### config.mk
export PLATFORM = sky130hd
export DESIGN_NAME = program_loader
export DESIGN_NICKNAME = d
export VERILOG_FILES = /design/src/rtl/program_loader.sv
export SDC_FILE = /design/constraint.sdc
export NUM_CORES = 1
export LEC_CHECK = 0
export CAP_MARGIN = 20
export CORE_ASPECT_RATIO = 2
export CORE_MARGIN = 2
export CORE_UTILIZATION = 46
export CTS_CLUSTER_DIAMETER = 150
export DETAILED_ROUTE_END_ITERATION = 6
export PLACE_DENSITY = 0.74
export SLEW_MARGIN = 20
export SYNTH_ARGS = -nofsm -noshare
export SYNTH_HDL_FRONTEND = slang
export SYNTH_SLANG_ARGS = --single-unit
### constraint.sdc
create_clock -name CLK -period 1.7 [get_ports CLK]
set_input_delay 0.425 -clock CLK [delete_from_list [all_inputs] [get_ports CLK]]
set_output_delay 0.425 -clock CLK [all_outputs]
set_load 0.005 [all_outputs]
### src/rtl/program_loader.sv
// Byte-stream program loader: writes 10-bit words into instruction RAM while the CPU is halted.
// Define PROGRAM_LOADER_CHECKSUM_EN to require an 8-bit payload checksum byte after the last word.
module program_loader #(
    parameter int ADDR_W = 8,
    parameter int WORD_W = 10
) (
    input  logic              CLK,
    input  logic              ARST_L,
    input  logic              load_start,
    input  logic              byte_valid,
    input  logic [7:0]        byte_data,
    output logic              byte_ready,
    output logic [ADDR_W-1:0] prog_addr,
    output logic [WORD_W-1:0] prog_data,
    output logic              prog_wr,
    output logic              HALT,
    output logic              cpu_restart,
    output logic              load_busy,
    output logic              load_err
);

    typedef enum logic [2:0] {
        S_IDLE, S_COUNT, S_LO, S_HI, S_WRITE, S_CSUM, S_DONE, S_ERR
    } state_t;

    state_t            state_q, state_d;
    logic [ADDR_W-1:0] addr_q, addr_d;
    logic [ADDR_W-1:0] cnt_q, cnt_d;
    logic [7:0]        lo_q, lo_d;
    logic [WORD_W-1:0] data_q, data_d;
    logic              halt_q, halt_d;
    logic              err_q, err_d;
    logic              rdy_q, rdy_d;
    logic              wr_q, wr_d;
    logic              rst_q, rst_d;
    logic              busy_q, busy_d;
    logic              hs;
`ifdef PROGRAM_LOADER_CHECKSUM_EN
    logic [7:0]        sum_q, sum_d;
`endif

    // Ready is registered from the next state, so it depends on state only.
    assign hs = byte_valid && rdy_q;

    always_comb begin
        state_d = state_q;
        addr_d  = addr_q;
        cnt_d   = cnt_q;
        lo_d    = lo_q;
        data_d  = data_q;
        halt_d  = halt_q;
        err_d   = err_q;
`ifdef PROGRAM_LOADER_CHECKSUM_EN
        sum_d   = sum_q;
`endif
        unique case (state_q)
            S_IDLE, S_DONE, S_ERR: begin
                if (load_start) begin
                    state_d = S_COUNT;
                    halt_d  = 1'b1;
                    addr_d  = '0;
                    err_d   = 1'b0;
`ifdef PROGRAM_LOADER_CHECKSUM_EN
                    sum_d   = '0;
`endif
                end
            end
            S_COUNT: begin
                if (hs) begin
                    cnt_d = ADDR_W'(byte_data);
                    if (ADDR_W'(byte_data) == '0) begin
                        state_d = S_ERR;
                        err_d   = 1'b1;
                    end else begin
                        state_d = S_LO;
                    end
                end
            end
            S_LO: begin
                if (hs) begin
                    lo_d    = byte_data;
                    state_d = S_HI;
`ifdef PROGRAM_LOADER_CHECKSUM_EN
                    sum_d   = sum_q + byte_data;
`endif
                end
            end
            S_HI: begin
                if (hs) begin
                    data_d  = WORD_W'({byte_data[1:0], lo_q});
                    state_d = S_WRITE;
`ifdef PROGRAM_LOADER_CHECKSUM_EN
                    sum_d   = sum_q + byte_data;
`endif
                end
            end
            S_WRITE: begin
                addr_d = addr_q + 1'b1;
                cnt_d  = cnt_q - 1'b1;
                if (cnt_q == ADDR_W'(1)) begin
`ifdef PROGRAM_LOADER_CHECKSUM_EN
                    state_d = S_CSUM;
`else
                    state_d = S_DONE;
                    halt_d  = 1'b0;
`endif
                end else begin
                    state_d = S_LO;
                end
            end
`ifdef PROGRAM_LOADER_CHECKSUM_EN
            S_CSUM: begin
                if (hs) begin
                    if (byte_data == sum_q) begin
                        state_d = S_DONE;
                        halt_d  = 1'b0;
                    end else begin
                        state_d = S_ERR;
                        err_d   = 1'b1;
                    end
                end
            end
`endif
            default: state_d = S_IDLE;
        endcase

        rdy_d  = (state_d == S_COUNT) || (state_d == S_LO) ||
                 (state_d == S_HI) || (state_d == S_CSUM);
        wr_d   = (state_d == S_WRITE);
        rst_d  = (state_d == S_DONE) && (state_q != S_DONE);
        busy_d = !((state_d == S_IDLE) || (state_d == S_DONE) ||
                   (state_d == S_ERR));
    end

    always_ff @(posedge CLK or negedge ARST_L) begin
        if (!ARST_L) begin
            state_q <= S_IDLE;
            addr_q  <= '0;
            cnt_q   <= '0;
            lo_q    <= '0;
            data_q  <= '0;
            halt_q  <= 1'b0;
            err_q   <= 1'b0;
            rdy_q   <= 1'b0;
            wr_q    <= 1'b0;
            rst_q   <= 1'b0;
            busy_q  <= 1'b0;
`ifdef PROGRAM_LOADER_CHECKSUM_EN
            sum_q   <= '0;
`endif
        end else begin
            state_q <= state_d;
            addr_q  <= addr_d;
            cnt_q   <= cnt_d;
            lo_q    <= lo_d;
            data_q  <= data_d;
            halt_q  <= halt_d;
            err_q   <= err_d;
            rdy_q   <= rdy_d;
            wr_q    <= wr_d;
            rst_q   <= rst_d;
            busy_q  <= busy_d;
`ifdef PROGRAM_LOADER_CHECKSUM_EN
            sum_q   <= sum_d;
`endif
        end
    end

    assign byte_ready  = rdy_q;
    assign prog_addr   = addr_q;
    assign prog_data   = data_q;
    assign prog_wr     = wr_q;
    assign HALT        = halt_q;
    assign cpu_restart = rst_q;
    assign load_busy   = busy_q;
    assign load_err    = err_q;

endmodule

==> flow_metrics.env <==
export IMPL_dr_pass1_iterations=4
export IMPL_use_met1_pct=21.35
export IMPL_achievable_frequency_ghz=0.6027
export IMPL_dr_total_vias=1678
export IMPL_cts_buffers=5
export IMPL_synth_flop_cell="sky130_fd_sc_hd__dfrtp_1"
export IMPL_static_leakage_power_nw=1.230
export IMPL_critical_path_endpoint_type="primary output"
export IMPL_synth_enable_flop_cells=0
export IMPL_timing_final_crit_period_ns=1.659
export IMPL_kind_of_path_behind_the_tightest_hold_check="in -> async"
export IMPL_postLayoutCellArea_um2=2731
export IMPL_max_slew_worst_pin_slew_ns=0.4686
export IMPL_initial_core_util_pct=48.03
export IMPL_place_detailed_hpwl_um=3365
export IMPL_detail_route_drc_violations=0
export IMPL_arrival_time_at_the_worst_endpoint_ns=1.23
export IMPL_grt_pass1_wl_um=7314
export IMPL_ys_seq_elements=43
export IMPL_synth_seq_area_share_pct=54.81
export IMPL_slowest_delay_ns=0.51
export IMPL_vdd_ir_drop_max_v=0.001075
export IMPL_cts_root_buffer_cell="sky130_fd_sc_hd__clkbuf_8"
export IMPL_worst_slew_margin_rel_pct=68.76
export IMPL_layout_nets=281
export IMPL_clock_sinks=43
export IMPL_rows=33
export IMPL_routed_wirelength_um=4408
export IMPL_type_of_the_worst_setup_path="reg -> out"
export IMPL_worst_path_max_fanout=7
export IMPL_synthesis_area_um2=1963
export IMPL_placedCellCount=307
export IMPL_cts_root_to_sink_buffers=2
export IMPL_sequential_cell_area_um2=1080
export IMPL_ordered_cell_list_for_the_critical_path="clkdlybuf4s50_1"
export IMPL_path_delay_family="buffers and inverters"
export IMPL_reg2reg_setup_slack_ns=0.13
export IMPL_pin_count_of_the_biggest_net_entering_global_routing=26
export IMPL_num_antenna_cells=0
export IMPL_cts_tree="yes"
export IMPL_clock_tree_htree_level_count=2
export IMPL_synth_top_area_share_pct=54.81
export IMPL_die_width_um=50.20
export IMPL_detailed_place_area_um2=2604
export IMPL_drive_above_1_share_pct=25.09
export IMPL_grt_remaining_overflow=0
export IMPL_asyncSetResetFlopFracSynth_pct=100.0
export IMPL_worstPathBufferInverterCount=1
export IMPL_first_iter_violations=29
export IMPL_clkSlewWorstSetupHoldPaths_ns=0.09
export IMPL_period_share_pct=97.61
export IMPL_fin_worst_hold_slack_ns=0.06661
export IMPL_rsz0062_at_grt="no"
export IMPL_drv_slew=0
export IMPL_boundaryPins=36
export IMPL_critical_path_slowest_cell="sky130_fd_sc_hd__clkdlybuf4s50_1"
export IMPL_clk_insertion_delay_late_ns=0.30
export IMPL_setup_tns_final_ns=0
export IMPL_report_final_hold_viol_count=0
export IMPL_post_synth_cell_area_avg_um2=10.12
export IMPL_yosysWarnings=0
export IMPL_viasPerCell=5.260
export IMPL_cp_data_required_time_ns=1.27
export IMPL_post_synth_inst_count=194
export IMPL_place_gp_congestion=0.7882
export IMPL_initial_antenna_violation_count=0
export IMPL_outcome="finished clean"
export IMPL_clock_skew_final_ns=0.008060
export IMPL_post_cts_hold_buffer_count=0
export IMPL_cp_start_kind="register"
export IMPL_multi_input_comb_area_um2=828.3
export IMPL_routedWlPerCell_um=13.82
export IMPL_setup_violations=0
export IMPL_postSynthNetCount=209
export IMPL_core_area_um2=4088
export IMPL_max_cap_viol_count=0
export IMPL_groute_usage_overall_pct=20.28
export IMPL_finalNonFillerCells=319
export IMPL_drt_antenna_violating_nets=0
export IMPL_top_cell_type_by_total_area_after_synthesis="sky130_fd_sc_hd__dfrtp_1"
export IMPL_total_power_mw=3.901
export IMPL_netlist_top_cells_area="sky130_fd_sc_hd__dfrtp_1 (55%), sky130_fd_sc_hd__nand2_1 (8.0%), sky130_fd_sc_hd__mux2_2 (6.3%)"
export IMPL_fill_cells=326
export IMPL_gr_usage_met2_pct=37.28
export IMPL_yosysUniqueCellTypes=45
export IMPL_die_h_um=96.39
export IMPL_power_density_nw_per_um2=1428
export IMPL_areaGrowthSynthToFinish_pct=39.13
export IMPL_gr_usage_met3_pct=4.308
export IMPL_place_port_buffers=35
export IMPL_via_count_of_the_first_global_routing_pass=1639
export IMPL_top_usage_layer="met2"
export IMPL_die_area_um2=4838
## Yosys cell counts (2+ instances only)
cell / n
sky130_fd_sc_hd__dfrtp_1: 43
sky130_fd_sc_hd__and3b_1: 2
sky130_fd_sc_hd__nor4_1: 2
sky130_fd_sc_hd__mux2_2: 11
sky130_fd_sc_hd__inv_1: 4
sky130_fd_sc_hd__and2_1: 3
sky130_fd_sc_hd__a21oi_1: 5
sky130_fd_sc_hd__nor2_1: 14
sky130_fd_sc_hd__nand3_1: 6
sky130_fd_sc_hd__a31oi_1: 3
sky130_fd_sc_hd__nand2_1: 42
sky130_fd_sc_hd__buf_2: 4
sky130_fd_sc_hd__a311oi_1: 2
sky130_fd_sc_hd__nor3_1: 2
sky130_fd_sc_hd__nand2b_1: 3
sky130_fd_sc_hd__nand4_1: 5
sky130_fd_sc_hd__ha_1: 3
sky130_fd_sc_hd__o21ai_0: 13
## state kept, by name, summed over array words and instances, names as in the netlist
name / count
prog_data: 10
cnt_q: 8
lo_q: 8
prog_addr: 8
state_q: 3
HALT: 1
byte_ready: 1
cpu_restart: 1
load_busy: 1
load_err: 1
prog_wr: 1
## what timing repair did
action | 4_1_cts | 5_1_grt
endpoints found under the setup margin | 2 | 7
pin swaps | 0 | 2
gates cloned | 0 | 0
endpoints found under the hold margin | 0 | 0
resized for setup | 2 | 4
setup buffers | 0 | 4
## layer usage
metal | vias up | part of all wire, % | wire (um)
li1 | 821 | - | -
met3 | 10 | 2.7 | 117
met1 | 817 | 38 | 1653
met4 | 0 | 2.9 | 129
met2 | 30 | 57 | 2507
met5 | - | 0 | 0
## cell usage in the layout, fill, tap and decap left out, types with 2 or more instances in the layout
cell,count
sky130_fd_sc_hd__dfrtp_2,3
sky130_fd_sc_hd__dfrtp_1,40
sky130_fd_sc_hd__clkbuf_8,5
sky130_fd_sc_hd__and2_1,3
sky130_fd_sc_hd__and3b_2,2
sky130_fd_sc_hd__o21ai_0,13
sky130_fd_sc_hd__nand4_1,5
sky130_fd_sc_hd__buf_4,35
sky130_fd_sc_hd__nor2_1,14
sky130_fd_sc_hd__buf_12,2
sky130_fd_sc_hd__nand2b_1,3
sky130_fd_sc_hd__clkinvlp_4,2
sky130_fd_sc_hd__a311oi_1,2
sky130_fd_sc_hd__a21oi_1,5
sky130_fd_sc_hd__nand2_1,42
sky130_fd_sc_hd__inv_1,4
sky130_fd_sc_hd__a31oi_1,3
sky130_fd_sc_hd__nor3_1,2
sky130_fd_sc_hd__ha_1,3
sky130_fd_sc_hd__nor4_1,2
sky130_fd_sc_hd__mux2_2,11
sky130_fd_sc_hd__nand3_1,6
sky130_fd_sc_hd__clkdlybuf4s50_1,33
## through the flow
step	worst slack, ns	util [%]
floorplan	0.1220	-
global placement	-0.2672	63.70
detailed placement	-0.3039	63.70
CTS	0.009483	65.93
global route	0.003819	66.82
finish	0.04068	66.82
## final timing paths
check,cells after the start,from,end
max,1,prog_addr[0],prog_addr[0]
min,1,ARST_L,prog_addr[3]
max reg2reg,7,state_q[0],cnt_q[7]
min reg2reg,2,prog_data[6],prog_data[6]
max in group asynchronous,2,ARST_L,lo_q[4]
min in group CLK,2,prog_data[6],prog_data[6]
## layout make-up
cell class,instances,share of cell area (%)
flip-flops and latches,43,39.53
multi-input cells,139,30.33
repair buffers,72,23.82
clock buffers,5,2.519
well taps,52,2.382
clock inverters,3,0.7329
inverters,5,0.6871
## logic make-up after synthesis
logic type      synth area share (%)
flops                          54.81
fa+ha+maj                      1.912
mux                            6.310
buf+inv                        3.123
compound gates                 11.79
simple gates                   22.05
## power breakdown
| part | switching (mW) | leakage (nW) | internal (mW) |
|---|---|---|---|
| Combinational | 0.673 | 0.663 | 0.896 |
| Clock | 0.362 | 0.0402 | 0.286 |
| Sequential | 0.281 | 0.527 | 1.40 |
Note: power is estimated with default switching activity, not from simulation.
==> RTL edit 1 (same flow settings) <==
Add a define of `PROGRAM_LOADER_CHECKSUM_EN`.
--- a/src/rtl/program_loader.sv
+++ b/src/rtl/program_loader.sv
@@ -1,4 +1,6 @@
 // Byte-stream program loader: writes 10-bit words into instruction RAM while the CPU is halted.
 // Define PROGRAM_LOADER_CHECKSUM_EN to require an 8-bit payload checksum byte after the last word.
+`define PROGRAM_LOADER_CHECKSUM_EN
+
 module program_loader #(
     parameter int ADDR_W = 8,
Check against the original RTL: not equivalent (a bounded check fails within 10 cycles, from zero or initial values and one cycle with ARST_L low).
==> RTL edit 1 against the unedited design <==
  * The run now ends with negative setup slack left
  * Hold slack worse by 35 ps
  * Global-route usage is 4.8 points higher
  * Final cell count is 38% higher
  * Clock skew is 3.6 ps lower
  * Register-to-register slack worse by 440 ps
  * Design area is 49% higher
  * Power is 73% higher
  * Worst setup slack worse by 350 ps
  * First-iteration DRC count grew to 3.9 times the old value
  * Die area is 33% higher
  * Area after synthesis is 35% higher
  * Wire length is 83% higher
  * Sequential cell count is 8 higher
  * Critical path type is now flop to flop
  * Largest cell class is now multi-input gates
==> RTL edit 1: results (changes against the unedited design) <==
stage	metric	value	unit	change
placement	gpl congestion	0.846		+7.3%
yosys	Synth area leaders	dfrtp_1 48%, nand2_1 7.1%, ha_1 4.7%		
routing	Iter 0 DRT Violations	113		+290%
setup_path	crit path kind	flop to flop		
sta	fin worst setup slack	-308	ps	-349 ps
routing	vias per cell	5.81		+10%
routing	DRT Pass-1 Iters	5		+1
grt	GRT Total Usage	0.250		+0.0476
outcome	failing checks	negative setup slack		
outcome	status	finished with violations		
yosys	Commonest cells post-synth	51 x dfrtp_1, 50 x nand2_1, 20 x nor2_1		
clock_tree	Worst-path clk slew	60	ps	-30 ps
yosys	post-synthesis compound-gate area fraction	0.166		+0.0477
finish	Finished Layout Cells	440		+38%
finish	fraction of layout cells with a size suffix above 1	0.388		+0.137
grt	largest net degree at the start of global routing	29		+12%
pwr	leakage	1.83	nW	+48%
yosys	net count after synthesis	294		+41%
yosys	Adder-Cell Fraction of Synth Area	0.0546		+0.0355
sta	TNS Setup	-1860	ps	-1860 ps
setup_path	Worst R2R Start	sum_q[1]$_DFFE_PN0P_		
sta	final setup vio count	11		+11
yosys	register area share after synthesis	0.480		-0.0681
grt	vias in the first global route	2629		+60%
sta	clock skew	4.42	ps	-3.64 ps
[RTL edit 1: area by class of cell]
| class | count | area [sq um] | area share |
|---|---|---|---|
| clock inverter | 3 | 15.0 | 0.00370 |
| timing repair buffer | 107 | 947 | 0.233 |
| tap | 61 | 76.3 | 0.0188 |
| inverter | 10 | 37.5 | 0.00924 |
| clock buffer | 5 | 125 | 0.0308 |
| multi-input combinational | 203 | 1580 | 0.389 |
| sequential | 51 | 1280 | 0.315 |
[RTL edit 1: critical path: stages (launching register included)]
cell      delay, ps
dfrtp_1         430
ha_4            250
nor4_4          270
and3_4          250
o311ai_4         90
o32a_4          230
buf_6           130
nor4_4          130
o21ai_1         100
[RTL edit 1: routing by layer]
layer  part of all wire  routed length (um)  global-route usage  up-vias
li1                   -                   -                   -     1193
met1               0.37                2940               0.267     1278
met2               0.57                4590               0.456       64
met3              0.030                 242              0.0348       22
met4              0.035                 280               0.130        0
met5                  0                   0                   0        -
==> RTL edit 2 (same settings) <==
Made on the original files. Take the reset off `addr_q` and load it in a clocked block of its own.
--- a/src/rtl/program_loader.sv
+++ b/src/rtl/program_loader.sv
@@ -136,5 +136,4 @@
         if (!ARST_L) begin
             state_q <= S_IDLE;
-            addr_q  <= '0;
             cnt_q   <= '0;
             lo_q    <= '0;
@@ -151,5 +150,4 @@
         end else begin
             state_q <= state_d;
-            addr_q  <= addr_d;
             cnt_q   <= cnt_d;
             lo_q    <= lo_d;
@@ -167,4 +165,8 @@
     end
 
+    always_ff @(posedge CLK) begin
+        addr_q <= addr_d;
+    end
+
     assign byte_ready  = rdy_q;
     assign prog_addr   = addr_q;
Behaviour: differs if ARST_L is asserted again (counterexample within 10 cycles, from zero or initial values and one cycle with ARST_L low); with ARST_L held inactive, the same outputs for 10 cycles.
==> RTL edit 2 against the unedited design <==
  * Worst setup slack gained 19 ps
  * Wire length grew 4.9%
  * Non-clock buffer count unchanged
  * Highest routed layer unchanged
  * Power increased by 9.1%
  * Utilization is 1.1 points lower
  * Design area up 3.4%
  * Sequential cell count unchanged
  * Area after synthesis is 3.8% higher
==> RTL edit 2: results (changes against the unedited design) <==
stage	metric	value	unit	change
outcome	status	finished clean		
setup_path	FF-to-FF path depth	5		-2
grt	first-pass GRT wire length	7.94	mm	+8.6%
placement	Area after DPL	2680	sq um	+2.9%
sta	final hold slack	482	ps	+415 ps
yosys	XOR/XNOR Fraction of Synth Area	0.0258		+0.0258
routing	vias per cell	5.27		+0.16%
finish	fraction of layout cells with a size suffix above 1	0.250		-0.000936
yosys	post-synthesis compound-gate area fraction	0.0804		-0.0375
sta	clock skew	6.49	ps	-1.57 ps
yosys	register area share after synthesis	0.548		about the same
setup_path	crit-path max FO	4		-3
pwr	fraction of power consumed by sequential logic	0.422		-0.010
grt	largest net degree at the start of global routing	36		+38%
yosys	Commonest cells post-synth	35 x dfrtp_1, 19 x mux2_1, 15 x nor2_1		
pwr	Internal	0.00281	W	+8.6%
finish	Post-layout nets	258		-8.2%
grt	vias in the first global route	1686		+2.9%
yosys	net count after synthesis	184		-12%
setup_path	Worst R2R Start	cnt_q[5]$_DFFE_PN0P_		
placement	Placed Cells incl. Taps	284		-7.5%
yosys	Post-synth EDFFs	8		+8
pwr	Power, Total	0.00426	W	+9.1%
yosys	mux share of post-synthesis cell area	0.105		+0.0419
worst_hold_path	Hold Path Class	flop to flop		
setup_path	reg2reg end	load_busy$_DFF_PN0_		
## RTL edit 2: cell types whose count changed after synthesis, moves of 4 or more
cell	before	now
nor3_1	2	6
dfrtp_1	43	35
o21ai_1	1	5
edfxtp_1	0	8
xor2_1	0	4
mux2_2	11	0
nand4_1	5	0
mux2_1	0	19
o21ai_0	13	1
nand2_1	42	11
## RTL edit 2: area by class of cell
type / count / area (sq um)
clock inverter: 2 / 11.3
clock buffer: 6 / 72.6
tap: 54 / 67.6
sequential: 43 / 1120
inverter: 5 / 18.8
multi-input combinational: 116 / 877
fill: 333 / 1470
timing repair buffer: 72 / 659
## RTL edit 2: metal layers
| layer | track usage | routed length [um] | part of all wire |
|---|---|---|---|
| met1 | 0.216 | 1610 | 0.35 |
| met2 | 0.395 | 2730 | 0.59 |
| met3 | 0.0367 | 155 | 0.034 |
| met5 | 0 | 0 | 0 |
| met4 | 0.0936 | 127 | 0.027 |
## RTL edit 2: worst max path at each step
stage | start | to | slack (ps) | depth (start not counted)
6_report | prog_addr[5]$_SDFFCE_PN0P_ | prog_addr[5] | 60 | 1
5_1_grt | cnt_q[5]$_DFFE_PN0P_ | load_busy$_DFF_PN0_ | 1 | 5
4_1_cts | state_q[2]$_DFF_PN0_ | load_busy$_DFF_PN0_ | 2 | 5
3_5_place_dp | byte_valid | load_busy$_DFF_PN0_ | -290 | 7
3_3_place_gp | byte_valid | cnt_q[1]$_DFFE_PN0P_ | -250 | 7
2_1_floorplan | state_q[2]$_DFF_PN0_ | prog_addr[0]$_SDFFCE_PN0P_ | 180 | 3
## RTL edit 2: repair_timing
action / 4_1_cts / 5_1_grt
buffers inserted: 0 / 6
pin swaps: 1 / 3
resized for setup: 0 / 5
setup endpoints to repair: 1 / 7
